==> src/rtl/fifo_wptr_full.sv <==
// -----------------------------------------------------------------------------
// fifo_wptr_full
//
// Purpose:
//   Write-domain half of an asynchronous FIFO. It keeps the binary write
//   pointer that addresses the dual-port memory and publishes a registered
//   Gray-coded copy for the read domain. The read domain's Gray pointer is
//   brought into wr_clk through a flop chain. From it the block derives full,
//   almost_full and the write-side fill level.
//
// Parameters:
//   Addr_Width         - memory address bits (depth = 2**Addr_Width, >= 2)
//   Sync_Stages        - wr_clk flops in the read-pointer synchronizer (2 or 3)
//   Almost_Full_Thresh - almost_full asserts when free slots <= this value
//
// Ports:
//   wr_clk       in   write-domain clock
//   wr_rst       in   asynchronous, active-high reset
//   wr_en        in   write request from the producer
//   rd_gray_ptr  in   [Addr_Width:0] read pointer, Gray, registered at source
//   wr_addr      out  [Addr_Width:0] binary write pointer incl. wrap bit
//   wr_gray_ptr  out  [Addr_Width:0] registered Gray write pointer
//   full         out  FIFO full (also feeds the memory's full input)
//   almost_full  out  free slots <= Almost_Full_Thresh
//   wr_level     out  [Addr_Width:0] occupancy seen from the write side
//   overflow     out  sticky write-while-full flag (only when the macro
//                     FIFO_WR_OVERFLOW_EN is defined)
//
// Optional feature macro: FIFO_WR_OVERFLOW_EN
//   Defined   : the overflow port exists and latches any write attempted
//               while full until wr_rst.
//   Undefined : no overflow port; writes while full are silently dropped.
//
// Notes:
//   full, almost_full and wr_level are computed from a read pointer that is
//   Sync_Stages cycles old. That is deliberately pessimistic: the write side
//   can over-report occupancy but never under-report it.
// -----------------------------------------------------------------------------
module fifo_wptr_full #(
  parameter int Addr_Width         = 8,
  parameter int Sync_Stages        = 2,
  parameter int Almost_Full_Thresh = 4
) (
  input  logic                  wr_clk,
  input  logic                  wr_rst,
  input  logic                  wr_en,
  input  logic [Addr_Width:0]   rd_gray_ptr,
  output logic [Addr_Width:0]   wr_addr,
  output logic [Addr_Width:0]   wr_gray_ptr,
  output logic                  full,
  output logic                  almost_full,
  output logic [Addr_Width:0]   wr_level
`ifdef FIFO_WR_OVERFLOW_EN
  ,
  output logic                  overflow
`endif
);

  // Pointer width: address bits plus one wrap bit.
  localparam int PW = Addr_Width + 1;

  // Depth and threshold, one bit wider than a pointer so that the
  // free-slot subtraction below cannot wrap for legal levels.
  localparam logic [PW:0] C_DEPTH  = {1'b0, 1'b1, {Addr_Width{1'b0}}};
  localparam logic [PW:0] C_THRESH = (PW + 1)'(Almost_Full_Thresh);

  // ---------------------------------------------------------------------------
  // Registers
  // ---------------------------------------------------------------------------
  logic [PW-1:0] r_wbin;
  logic [PW-1:0] r_wgray;
  logic          r_full;
  logic          r_almost_full;
  logic [PW-1:0] r_level;
  logic [PW-1:0] r_rq_sync [Sync_Stages];

  // ---------------------------------------------------------------------------
  // Combinational next-state values
  // ---------------------------------------------------------------------------
  logic          w_push;
  logic [PW-1:0] w_rq_sync;
  logic [PW-1:0] w_rbin_sync;
  logic [PW-1:0] w_wbin_next;
  logic [PW-1:0] w_wgray_next;
  logic [PW-1:0] w_full_pattern;
  logic          w_full_next;
  logic [PW-1:0] w_level_next;
  logic [PW:0]   w_free_next;
  logic          w_almost_full_next;

  // ---------------------------------------------------------------------------
  // Read-pointer synchronizer: a plain flop chain. Only the last stage is
  // consumed; the earlier stages exist to let metastability settle.
  // ---------------------------------------------------------------------------
  generate
    for (genvar gi = 0; gi < Sync_Stages; gi++) begin : g_sync
      if (gi == 0) begin : g_first
        always_ff @(posedge wr_clk or posedge wr_rst) begin
          if (wr_rst) begin
            r_rq_sync[gi] <= '0;
          end else begin
            r_rq_sync[gi] <= rd_gray_ptr;
          end
        end
      end else begin : g_next
        always_ff @(posedge wr_clk or posedge wr_rst) begin
          if (wr_rst) begin
            r_rq_sync[gi] <= '0;
          end else begin
            r_rq_sync[gi] <= r_rq_sync[gi-1];
          end
        end
      end
    end
  endgenerate

  assign w_rq_sync = r_rq_sync[Sync_Stages-1];

  // Gray to binary: each binary bit is the XOR of all Gray bits from the
  // MSB down to and including that bit position.
  generate
    for (genvar gi = 0; gi < PW; gi++) begin : g_g2b
      assign w_rbin_sync[gi] = ^w_rq_sync[PW-1:gi];
    end
  endgenerate

  // ---------------------------------------------------------------------------
  // Write pointer advance
  // ---------------------------------------------------------------------------
  // A write presented while full is simply not a push; pointers hold.
  assign w_push       = wr_en & ~r_full;
  assign w_wbin_next  = r_wbin + {{Addr_Width{1'b0}}, w_push};
  assign w_wgray_next = (w_wbin_next >> 1) ^ w_wbin_next;

  // Full when the next write pointer is exactly one lap ahead of the read
  // pointer. In Gray code one lap ahead means the top two bits inverted and
  // the rest equal. Using the *next* pointer makes full assert on the same
  // edge as the write that fills the last slot.
  assign w_full_pattern = {~w_rq_sync[PW-1:PW-2], w_rq_sync[PW-3:0]};
  assign w_full_next    = (w_wgray_next == w_full_pattern);

  // Level uses modulo arithmetic on the wrap-bit pointers, so a difference of
  // exactly 2**Addr_Width (full) is representable.
  assign w_level_next       = w_wbin_next - w_rbin_sync;
  assign w_free_next        = C_DEPTH - {1'b0, w_level_next};
  assign w_almost_full_next = (w_free_next <= C_THRESH);

  // ---------------------------------------------------------------------------
  // Pointer and flag registers
  // ---------------------------------------------------------------------------
  always_ff @(posedge wr_clk or posedge wr_rst) begin
    if (wr_rst) begin
      r_wbin        <= '0;
      r_wgray       <= '0;
      r_full        <= 1'b0;
      r_almost_full <= 1'b0;
      r_level       <= '0;
    end else begin
      r_wbin        <= w_wbin_next;
      r_wgray       <= w_wgray_next;
      r_full        <= w_full_next;
      r_almost_full <= w_almost_full_next;
      r_level       <= w_level_next;
    end
  end

`ifdef FIFO_WR_OVERFLOW_EN
  // Sticky record of any write attempted while full; only reset clears it.
  logic r_overflow;

  always_ff @(posedge wr_clk or posedge wr_rst) begin
    if (wr_rst) begin
      r_overflow <= 1'b0;
    end else if (wr_en & r_full) begin
      r_overflow <= 1'b1;
    end
  end

  assign overflow = r_overflow;
`endif

  // ---------------------------------------------------------------------------
  // Outputs
  // ---------------------------------------------------------------------------
  // The memory samples wr_addr together with the push, so data lands at the
  // pre-increment address.
  assign wr_addr     = r_wbin;
  assign wr_gray_ptr = r_wgray;
  assign full        = r_full;
  assign almost_full = r_almost_full;
  assign wr_level    = r_level;

endmodule
==> config.mk <==
export PLATFORM = sky130hd
export DESIGN_NAME = fifo_wptr_full
export DESIGN_NICKNAME = d
export VERILOG_FILES = /design/src/rtl/fifo_wptr_full.sv
export SDC_FILE = /design/constraint.sdc
export NUM_CORES = 1
export LEC_CHECK = 0
export CAP_MARGIN = 25
export CORE_ASPECT_RATIO = 1.25
export CORE_MARGIN = 2
export CORE_UTILIZATION = 56
export CTS_BUF_LIST = sky130_fd_sc_hd__clkbuf_16
export DETAILED_ROUTE_END_ITERATION = 12
export GPL_TIMING_DRIVEN = 0
export HOLD_SLACK_MARGIN = 0.1
export PLACE_DENSITY = 0.91
export SYNTH_ARGS = -nofsm -noshare
export SYNTH_HDL_FRONTEND = slang
export SYNTH_SLANG_ARGS = --single-unit
==> constraint.sdc <==
create_clock -name wr_clk -period 7.8 [get_ports wr_clk]
set_input_delay 2.34 -clock wr_clk [delete_from_list [all_inputs] [get_ports wr_clk]]
set_output_delay 2.34 -clock wr_clk [all_outputs]
set_load 0.01 [all_outputs]
# Word-level counts from Yosys, hierarchy flattened
# Cells that the tools add are included.
# word_totals
regBits,47
input_bits,12
output_inout_bits,29
word_cells,24
# classes
n_addsub,3
n_lt_le_gt_ge,1
n_eq_ne,1
bitwise,4
n_reduce_logical,8
# ops
cell,n
10-bit by 3-bit <= comparator with 1-bit output (second input constant),1
9-bit by 9-bit subtractor with 10-bit output (first input constant),1
9-bit by 1-bit adder with 9-bit output,1
9-bit == test,1
9-bit parity,1
9-bit subtractor,1
8-bit by 9-bit XOR with 9-bit output,1
8-bit parity,1
7-bit parity,1
6-bit parity,1
5-bit parity,1
4-bit parity,1
3-bit parity,1
2-bit NOT,1
2-bit parity,1
1-bit AND,1
1-bit NOT,1

# Depth between registers and ports, before layout
# Gate-level depths: netlist of run 1.
# logic_depth
word_depth,6
mapped_depth,14
ltp_nobuf,14

# Least setup slack after synthesis of run 1
# No wires, ideal clock.
# synth_timing
path_type,input-to-reg
from,input port wr_en
to,"register r_almost_full, in the netlist almost_full"
setup_ns,0.092
t_arrival_ns,5.249
slack_ns,2.459
path_stages,13
path_buffers,0
cell_sequence,nor2b_1 ha_1 ha_1 xnor2_1 inv_1 nor2_1 mux2i_1 a211oi_1 o21ai_1 o31a_1 or2_0 or4_1 o31ai_2
# synth_via
elab_chain_len,5
# synth_lines
item,line_no,text
from (decl),46,"input logic wr_en,"
1-bit AND,131,assign w_push = wr_en & ~r_full;
9-bit by 1-bit adder with 9-bit output,132,"assign w_wbin_next = r_wbin + {{Addr_Width{1'b0}}, w_push};"
named net w_wbin_next[2],83,logic [PW-1:0] w_wbin_next;
9-bit subtractor,144,assign w_level_next = w_wbin_next - w_rbin_sync;
9-bit by 9-bit subtractor with 10-bit output,145,"assign w_free_next = C_DEPTH - {1'b0, w_level_next};"
10-bit by 3-bit <= comparator with 1-bit output,146,assign w_almost_full_next = (w_free_next <= C_THRESH);
named net w_almost_full_next,89,logic w_almost_full_next;
to (signal assigned),162,r_almost_full <= w_almost_full_next;
to (decl),73,logic r_almost_full;
# The timed path passes the listed nets, and every way through them passes these cells.

# Worst setup path in the final report of run 1
# Same ends and word-level chain as after synthesis.

==> results.toml, run 1 <==
[sta]
worst_pin_slew_ns = 0.906
slew_violations = 0
setup_viol = 0
min_period_ns = 5.95
clock_skew_ns = 0.00842
rsz0062_at_grt = "false"
period_share_pct = 76.3
max-slew-margin-rel_pct = 39.5
fmax_mhz = 168
finalHoldViolCount = 0
tns_ns = 0
finalWorstSetupSlack_ns = 1.85

[worst_setup_path]
cp-start-kind = "input port"
critPathSlowestCell = "or4_1"
cp_max_fo = 7
r2r_start = "w_rq_sync[8]"
cp.arrival_ns = 6.15
cp-end-kind = "flop"
worst-endpoint-required_ns = 8.00
crit_top_cell = "ha_1"
crit_type = "input port to flop"
slowest_delay_ns = 0.54
crit_chain = "clkdlybuf4s50_1 > nor2b_1 > ha_1 > ha_1 > xnor2_1 > inv_1 > nor2_1 > mux2i_1 > a211oi_1 > o21ai_1 > o31a_1 > or2_0 > or4_1 > o31ai_2"
rr_worst_depth = 14
crit_start = "wr_en"

[synthesis]
synth-edff-count = 0
synth_nets = 207
synth_most_common_cell = "dfrtp_1"
netlist_area_um2 = 2240
ys_seq_area_share_pct = 51.3
synth_top_cell_area_share_pct = 51.3
yosysUniqueCellTypes = 45
synth_top_area_cell = "dfrtp_1"
netlist_instances = 186
synthTopCellsByArea = "dfrtp_1, xnor2_1, xor2_1, ha_1, inv_1"
async_reset_ff_share_pct = 100
synth_common_cells = "dfrtp_1, xnor2_1, xor2_1"
yosysWarnings = 0
ys.flop_type = "dfrtp_1"
ys_ff_latch = 46
syn_area_per_cell_um2 = 12.1

[global_routing]
grt_usage_pct = 19.7
grt_first_pass_wirelength_um = 6500
grt_max_degree = 47
grt_pass1_vias = 1463
grt_overflow = 0
antenna_found_initial = 0

[clock_tree]
cts_tree = "done"
root_buffer = "clkbuf_16"
htreeDepth = 2
clk_latency_ns = 0.29
cts.clk_slew.worst_paths_ns = 0.07
ctsHoldBuffers = 0
cts_buffer_depth = 2
ctsResizeCount = 0
post-cts-setup-buffers = 0
cts_buffers = 5
cts_sinks = 46

[detailed_routing]
wire_per_inst_um = 14.0
drt_wl_total_um = 4020
first_pass_iters = 4
drc = 0
ant_nets = 0
drt_iter0_drc = 43
routed_via_density = 5.26
via_count = 1515

[power]
leakagePower_nw = 1.27
peakVddDrop_mv = 0.216
cellPowerDensity_nw_per_um2 = 428

[layout]
fin_area_um2 = 2880
nets = 254
num_antenna_cells = 0
drive_above_1_share_pct = 8.55
nFillCells = 265
final_util_pct = 75.4
area_growth_pct = 28.3

[hold_path]
hold_depth = 0
hold_class = "flop to flop"
min-delay-start = "r_rq_sync[12]"

[flow_run]
max-cap-violations = 0

[floorplanning]
rows = 25
coreArea_um2 = 3820
io_pins = 41
dieArea_um2 = 4530
initial_core_util_pct = 58.8
die_w_um = 60.6
die-height_um = 74.7

[place]
io_buffers = 40
post-dp-hpwl_um = 3030
routabilityCongestion = 0.908
dpl_cell_area_um2 = 2710
post-place-ws_ns = 1.60

[outcome]
status = "finished clean"
==> state kept, by name, indices dropped and copies added, names as in the netlist <==
register and flops:
r_rq_sync 9, w_rq_sync 9, wr_addr 9, wr_level 9, wr_gray_ptr 8, almost_full 1, full 1
==> path summary, 6_finish.rpt <==
check | endpoint | slack [ns]
min in group asynchronous | wr_gray_ptr[4] | 2.57
max | almost_full | 1.85
min | w_rq_sync[3] | 0.35
max reg2reg | almost_full | 2.97
min reg2reg | w_rq_sync[3] | 0.35
max in group asynchronous | wr_level[4] | 4.65
==> logic make-up (layout without fill, tap and decap cells) <==
logic type               Yosys count  after routing  share of synthesized area, %
AO/OA/AOI/OAI                     22             22                          7.76
multiplexers                       3              3                          1.34
buffers and inverters             14             62                          2.57
AND/OR/NAND/NOR                   46             46                          10.5
adder cells (fa/ha/maj)            9              9                          5.36
XOR/XNOR                          46             46                          21.1
flip-flops                        46             46                          51.3
==> routing by layer <==
layer / part of all wire [%] / track usage [%] / wire length (um)
met2: 53 / 34.2 / 2150
met5: 0 / 0 / 0
met3: 4.3 / 5.15 / 171
met4: 0.87 / 6.04 / 35
met1: 41 / 23.9 / 1670
==> layout by cell type, fill, tap and decap left out, types with 2 or more instances in the layout <==
cell and instances:
a21oi_1 3, a211oi_1 3, clkinv_1 2, and3_1 3, clkbuf_16 5, xnor2_1 28, inv_1 10, xor2_1 14
nand3_1 5, mux2i_1 3, clkdlybuf4s50_1 40, or4_1 4, ha_1 8, nor4_1 3, dfrtp_1 46, nor2_1 9
nor3_1 6, nand2_1 10
==> critical path, delay by kind of cell <==
kind	cells	cell delay [ns]
buffers and inverters	2	0.64
muxes	1	0.20
AOI/OAI and AO/OA	4	1.04
xor gates and xnor gates	1	0.44
adders and majority gates	2	0.43
and+or+nand+nor	4	1.06
==> per-stage QoR <==
step           hold slack (ns)  power (mW)  cells
4_1_cts                  0.350        1.24    288
3_3_place_gp             0.332       0.982    280
6_report                 0.347        1.23    288
5_1_grt                  0.357        1.33    288
2_1_floorplan            0.331       0.787    186
3_5_place_dp             0.335        1.00    280
==> report_power, final <==
part           internal (mW)  switching [mW]  total, mW  leakage, nW
Combinational          0.305           0.349      0.654        0.636
Sequential             0.310          0.0342      0.345        0.557
Clock                  0.150          0.0845      0.234       0.0812
==> cell type report <==
| cell class | count | area [um2] | share of cell area [%] |
|---|---|---|---|
| Inverter | 12 | 45.0 | 1.57 |
| Buffer | 2 | 12.5 | 0.435 |
| Multi-Input combinational cell | 126 | 1030 | 35.9 |
| Clock inverter | 3 | 41.3 | 1.44 |
| Timing Repair Buffer | 40 | 400 | 13.9 |
| Sequential cell | 46 | 1150 | 40.0 |
| Clock buffer | 5 | 125 | 4.35 |
| Tap cell | 54 | 67.6 | 2.35 |
Power figures use the tool's default switching activity.
==> run 2: changes to the inputs <==
CORE_UTILIZATION = 47   (was 56)
PLACE_DENSITY = 0.82   (was 0.91)
clock period = 5.1 ns   (was 7.8 ns; I/O delays follow)
==> run 2 against run 1 <==
Compared with the run above: power up 51%; critical endpoint unchanged; sequential share of layout area fell by 0.40 points; via count rose by 2.0%; sequential cell count unchanged; clock-buffer cell count unchanged; routed wire length down 1.4%; largest power group unchanged; largest cell class unchanged; first-iteration DRC count increased by 130%; cell count is 2.1% higher.
==> results.toml, run 2 (synthesis results as in run 1) <==
[hold_path]
hold_end = "w_rq_sync[0]"
hold_depth = 0
min-delay-start = "r_rq_sync[9]"
hold_class = "flop to flop"

[place]
routabilityCongestion = 0.791
dp_cells = 287
post-dp-hpwl_um = 2930
dpl_cell_area_um2 = 2740
post-place-ws_ns = -0.235
io_buffers = 40

[detailed_routing]
via_count = 1546
wire_per_inst_um = 13.5
drt_iter0_drc = 97
drt_wl_total_um = 3970
first_pass_iters = 4
drc = 0
routed_via_density = 5.26
ant_nets = 0
wl_met1_um = 1550
top_layer_used = "met4"
dr_wl_met3_um = 189
wl_met2_um = 2110

[worst_setup_path]
crit_chain = "clkdlybuf4s50_1 > nor2b_1 > ha_1 > ha_1 > nand2_1 > nor2_1 > xor2_1 > ha_1 > and3_2 > o31a_1 > or2_0 > or4_1 > o31ai_2"
cp-start-kind = "input port"
worstReg2RegEnd = "almost_full"
slowest_delay_ns = 0.53
critPathSlowestCell = "xor2_1"
crit_top_cell = "ha_1"
worst-endpoint-required_ns = 5.29
cp.arrival_ns = 5.04
rr_worst_depth = 14
crit_type = "input port to flop"
cp_top_family = "simple AND/OR/NAND/NOR gates"
cp_max_fo = 5
path_buf_inv = 1
r2r_start = "w_rq_sync[8]"
cp-end-kind = "flop"
reg2reg_slack_ns = 0.38

[layout]
fin_area_um2 = 2910
layout_common_cells = "dfrtp_1, clkdlybuf4s50_1, xnor2_1"
drive_above_1_share_pct = 11.1
stdcell_count = 294
nets = 255
final_common_cell = "dfrtp_1"
nFillCells = 367
area_growth_pct = 29.6
num_antenna_cells = 0
final_util_pct = 62.4

[global_routing]
grt_first_pass_wirelength_um = 6500
antenna_found_initial = 0
grt_usage_pct = 16.4
grt_max_degree = 46
grt_overflow = 0
grt_pass1_vias = 1443

[sta]
tns_ns = 0
worst_pin_slew_ns = 0.626
period_share_pct = 95.1
setup_viol = 0
slew_violations = 0
finalWorstSetupSlack_ns = 0.250
max-slew-margin-rel_pct = 57.1
fin_hold_ws_ns = 0.347
finalHoldViolCount = 0
fmax_mhz = 206
clock_skew_ns = 0.00308
min_period_ns = 4.85
rsz0062_at_grt = "false"

[clock_tree]
post-cts-setup-buffers = 0
clk_latency_ns = 0.28
ctsResizeCount = 0
cts.clk_slew.worst_paths_ns = 0.06
cts_sinks = 46
ctsHoldBuffers = 0
cts_tree = "done"
htreeDepth = 2
cts_buffers = 5
root_buffer = "clkbuf_16"
cts_buffer_depth = 2

[floorplanning]
initial_core_util_pct = 48.1
coreArea_um2 = 4660
die_w_um = 65.8
io_pins = 41
rows = 28
dieArea_um2 = 5340
die-height_um = 81.2

[power]
cellPowerDensity_nw_per_um2 = 640
power_mw = 1.86
leakagePower_nw = 1.27
peakVddDrop_mv = 0.283

[flow_run]
max-cap-violations = 0

[outcome]
status = "finished clean"
-- run 2: worst max path at each step --
stage,start,endpoint,slack [ns],cells after the start
after floorplan,wr_en,almost_full,0.57,13
final,wr_en,almost_full,0.25,13
after CTS,wr_en,almost_full,0.03,14
after global routing,wr_en,almost_full,0.009,13
after detailed placement,wr_en,almost_full,-0.23,14
after global placement,wr_en,almost_full,-0.17,14
-- run 2: power by group --
group	switching (mW)	total [mW]	leakage (nW)	internal, mW
combinational	0.545	1.03	0.655	0.481
sequential	0.0555	0.530	0.557	0.474
clock	0.126	0.304	0.0619	0.178
total	0.726	1.86	1.27	1.13
-- run 2: final cells by class --
cell class                 count  area [um2]  share of cell area (%)
clock inverter                 2        15.0                   0.517
multi-input combinational    126        1060                    36.5
clock buffer                   5         125                    4.31
inverter                      12        45.0                    1.55
timing repair buffer          41         420                    14.5
sequential                    46        1150                    39.6
tap                           60        75.1                    2.58
buffer                         2        12.5                   0.431
-- run 2: metal layers --
metal,up-vias,GRT usage (%)
met5,-,0
met4,0,8.54
met3,10,3.74
met2,50,28.8
met1,758,18.5
li1,728,-
-- run 2: worst register-to-register path, cell delays in order (launching register included) --
cell and delay (ns):
dfrtp_1 0.39, xnor3_2 0.55, xnor2_1 0.56, xnor2_1 0.22
xnor2_1 0.42, xnor2_1 0.17, ha_1 0.16, inv_1 0.05
fa_1 0.49, a211oi_2 0.24, o21ai_1 0.14, o31a_1 0.30
or2_0 0.21, or4_1 0.53, o31ai_2 0.18
==> run 3: changes to the inputs <==
SLEW_MARGIN = 40   (was default)
==> run 3 against run 2 <==
Compared with the run above: non-clock buffer count stayed put; register-to-register slack hardly changed; hold slack hardly changed; first-iteration DRC count is 8.2% lower; maximum frequency hardly changed; die area stayed put; critical endpoint unchanged; highest routed layer unchanged.
==> results.toml, run 3 (synthesis results as in run 1) <==
[layout]
num_antenna_cells = 0
stdcell_count = 294
final_common_cell = "dfrtp_1"
area_growth_pct = 29.7
fin_area_um2 = 2910
layout_common_cells = "dfrtp_1, clkdlybuf4s50_1, xnor2_1"
drive_above_1_share_pct = 11.1
nets = 255

[place]
post-place-ws_ns = -0.235
io_buffers = 40
dp_cells = 287
post-dp-hpwl_um = 2930
dpl_cell_area_um2 = 2740
routabilityCongestion = 0.791

[clock_tree]
post-cts-setup-buffers = 0
clk_latency_ns = 0.28
cts_buffer_depth = 2
cts_sinks = 46
root_buffer = "clkbuf_16"
cts.clk_slew.worst_paths_ns = 0.06
htreeDepth = 2
cts_buffers = 5
ctsHoldBuffers = 0
cts_tree = "done"
ctsResizeCount = 0

[sta]
fmax_mhz = 206
slew_violations = 0
finalWorstSetupSlack_ns = 0.251
rsz0062_at_grt = "false"
period_share_pct = 95.1
clock_skew_ns = 0.00234
min_period_ns = 4.85
worst_pin_slew_ns = 0.625
finalHoldViolCount = 0
max-slew-margin-rel_pct = 57.2
setup_viol = 0
tns_ns = 0

[detailed_routing]
drt_iter0_drc = 89
drc = 0
wire_per_inst_um = 13.5
drt_wl_total_um = 3970
routed_via_density = 5.21
first_pass_iters = 4
via_count = 1532
ant_nets = 0

[worst_setup_path]
cp_max_fo = 5
rr_worst_depth = 14
cp-start-kind = "input port"
cp-end-kind = "flop"
worst-endpoint-required_ns = 5.30
path_depth = 13
crit_type = "input port to flop"
crit_chain = "clkdlybuf4s50_1 > nor2b_1 > ha_1 > ha_1 > nand2_1 > nor2_1 > xor2_1 > ha_1 > and3_2 > o31a_1 > or2_0 > or4_1 > o31ai_2"
crit_top_cell = "ha_1"
path_buf_inv = 1
critPathSlowestCell = "or4_1"
slowest_delay_ns = 0.53
cp.arrival_ns = 5.04
cp_top_family = "simple AND/OR/NAND/NOR gates"

[global_routing]
grt_overflow = 0
antenna_found_initial = 0
grt_usage_pct = 16.4
grt_max_degree = 46
grt_first_pass_wirelength_um = 6490
grt_pass1_vias = 1448

[floorplanning]
io_pins = 41
initial_core_util_pct = 48.1
die-height_um = 81.2
rows = 28
dieArea_um2 = 5340
die_w_um = 65.8
coreArea_um2 = 4660

[flow_run]
max-cap-violations = 0

[hold_path]
hold_class = "flop to flop"
hold_depth = 0

[outcome]
status = "finished clean"

[power]
power_mw = 1.86
leakagePower_nw = 1.27
cellPowerDensity_nw_per_um2 = 638
peakVddDrop_mv = 0.283
[run 3: final timing paths]
check,start,end,slack (ns)
max,wr_en,almost_full,0.25
min,r_rq_sync[9],w_rq_sync[0],0.35
max reg2reg,w_rq_sync[8],almost_full,0.39
min reg2reg,r_rq_sync[9],w_rq_sync[0],0.35
max in group asynchronous,wr_rst,wr_gray_ptr[6],3.26
min in group asynchronous,wr_rst,wr_level[0],1.44
[run 3: report_power, final]
| group | total [mW] | switching [mW] | internal (mW) |
|---|---|---|---|
| registers | 0.530 | 0.0556 | 0.474 |
| clock network | 0.304 | 0.125 | 0.178 |
| logic | 1.02 | 0.542 | 0.481 |
| total | 1.86 | 0.723 | 1.13 |
[run 3: layout make-up]
cell class / instances / area (um2)
Buffer: 2 / 12.5
Fill cell: 363 / 1750
Tap cell: 60 / 75.1
Inverter: 12 / 47.5
Sequential cell: 46 / 1150
Timing Repair Buffer: 41 / 420
Clock buffer: 5 / 125
Clock inverter: 2 / 15.0
Multi-Input combinational cell: 126 / 1060
[run 3: worst reg2reg max path, cell delays in order (launching register included)]
cell and delay, ns:
dfrtp_1 0.39, xnor3_2 0.55, xnor2_1 0.55, xnor2_1 0.22, xnor2_1 0.42, xnor2_1 0.17
ha_1 0.16, inv_1 0.05, fa_1 0.49, a211oi_2 0.24, o21ai_1 0.14, o31a_1 0.30
or2_0 0.21, or4_1 0.53, o31ai_2 0.18
[run 3: routing by layer]
layer	track usage, %	part of all wire, %
met3	3.74	4.8
met5	0	0
met4	7.50	2.2
met2	29.5	55
met1	18.4	38
[run 3: metrics by stage]
stage,utilization [%],hold WS [ns]
CTS,61.8,0.349
global route,62.4,0.358
detailed placement,58.8,0.336
finish,62.4,0.347
floorplan,-,0.331
global placement,58.3,0.331
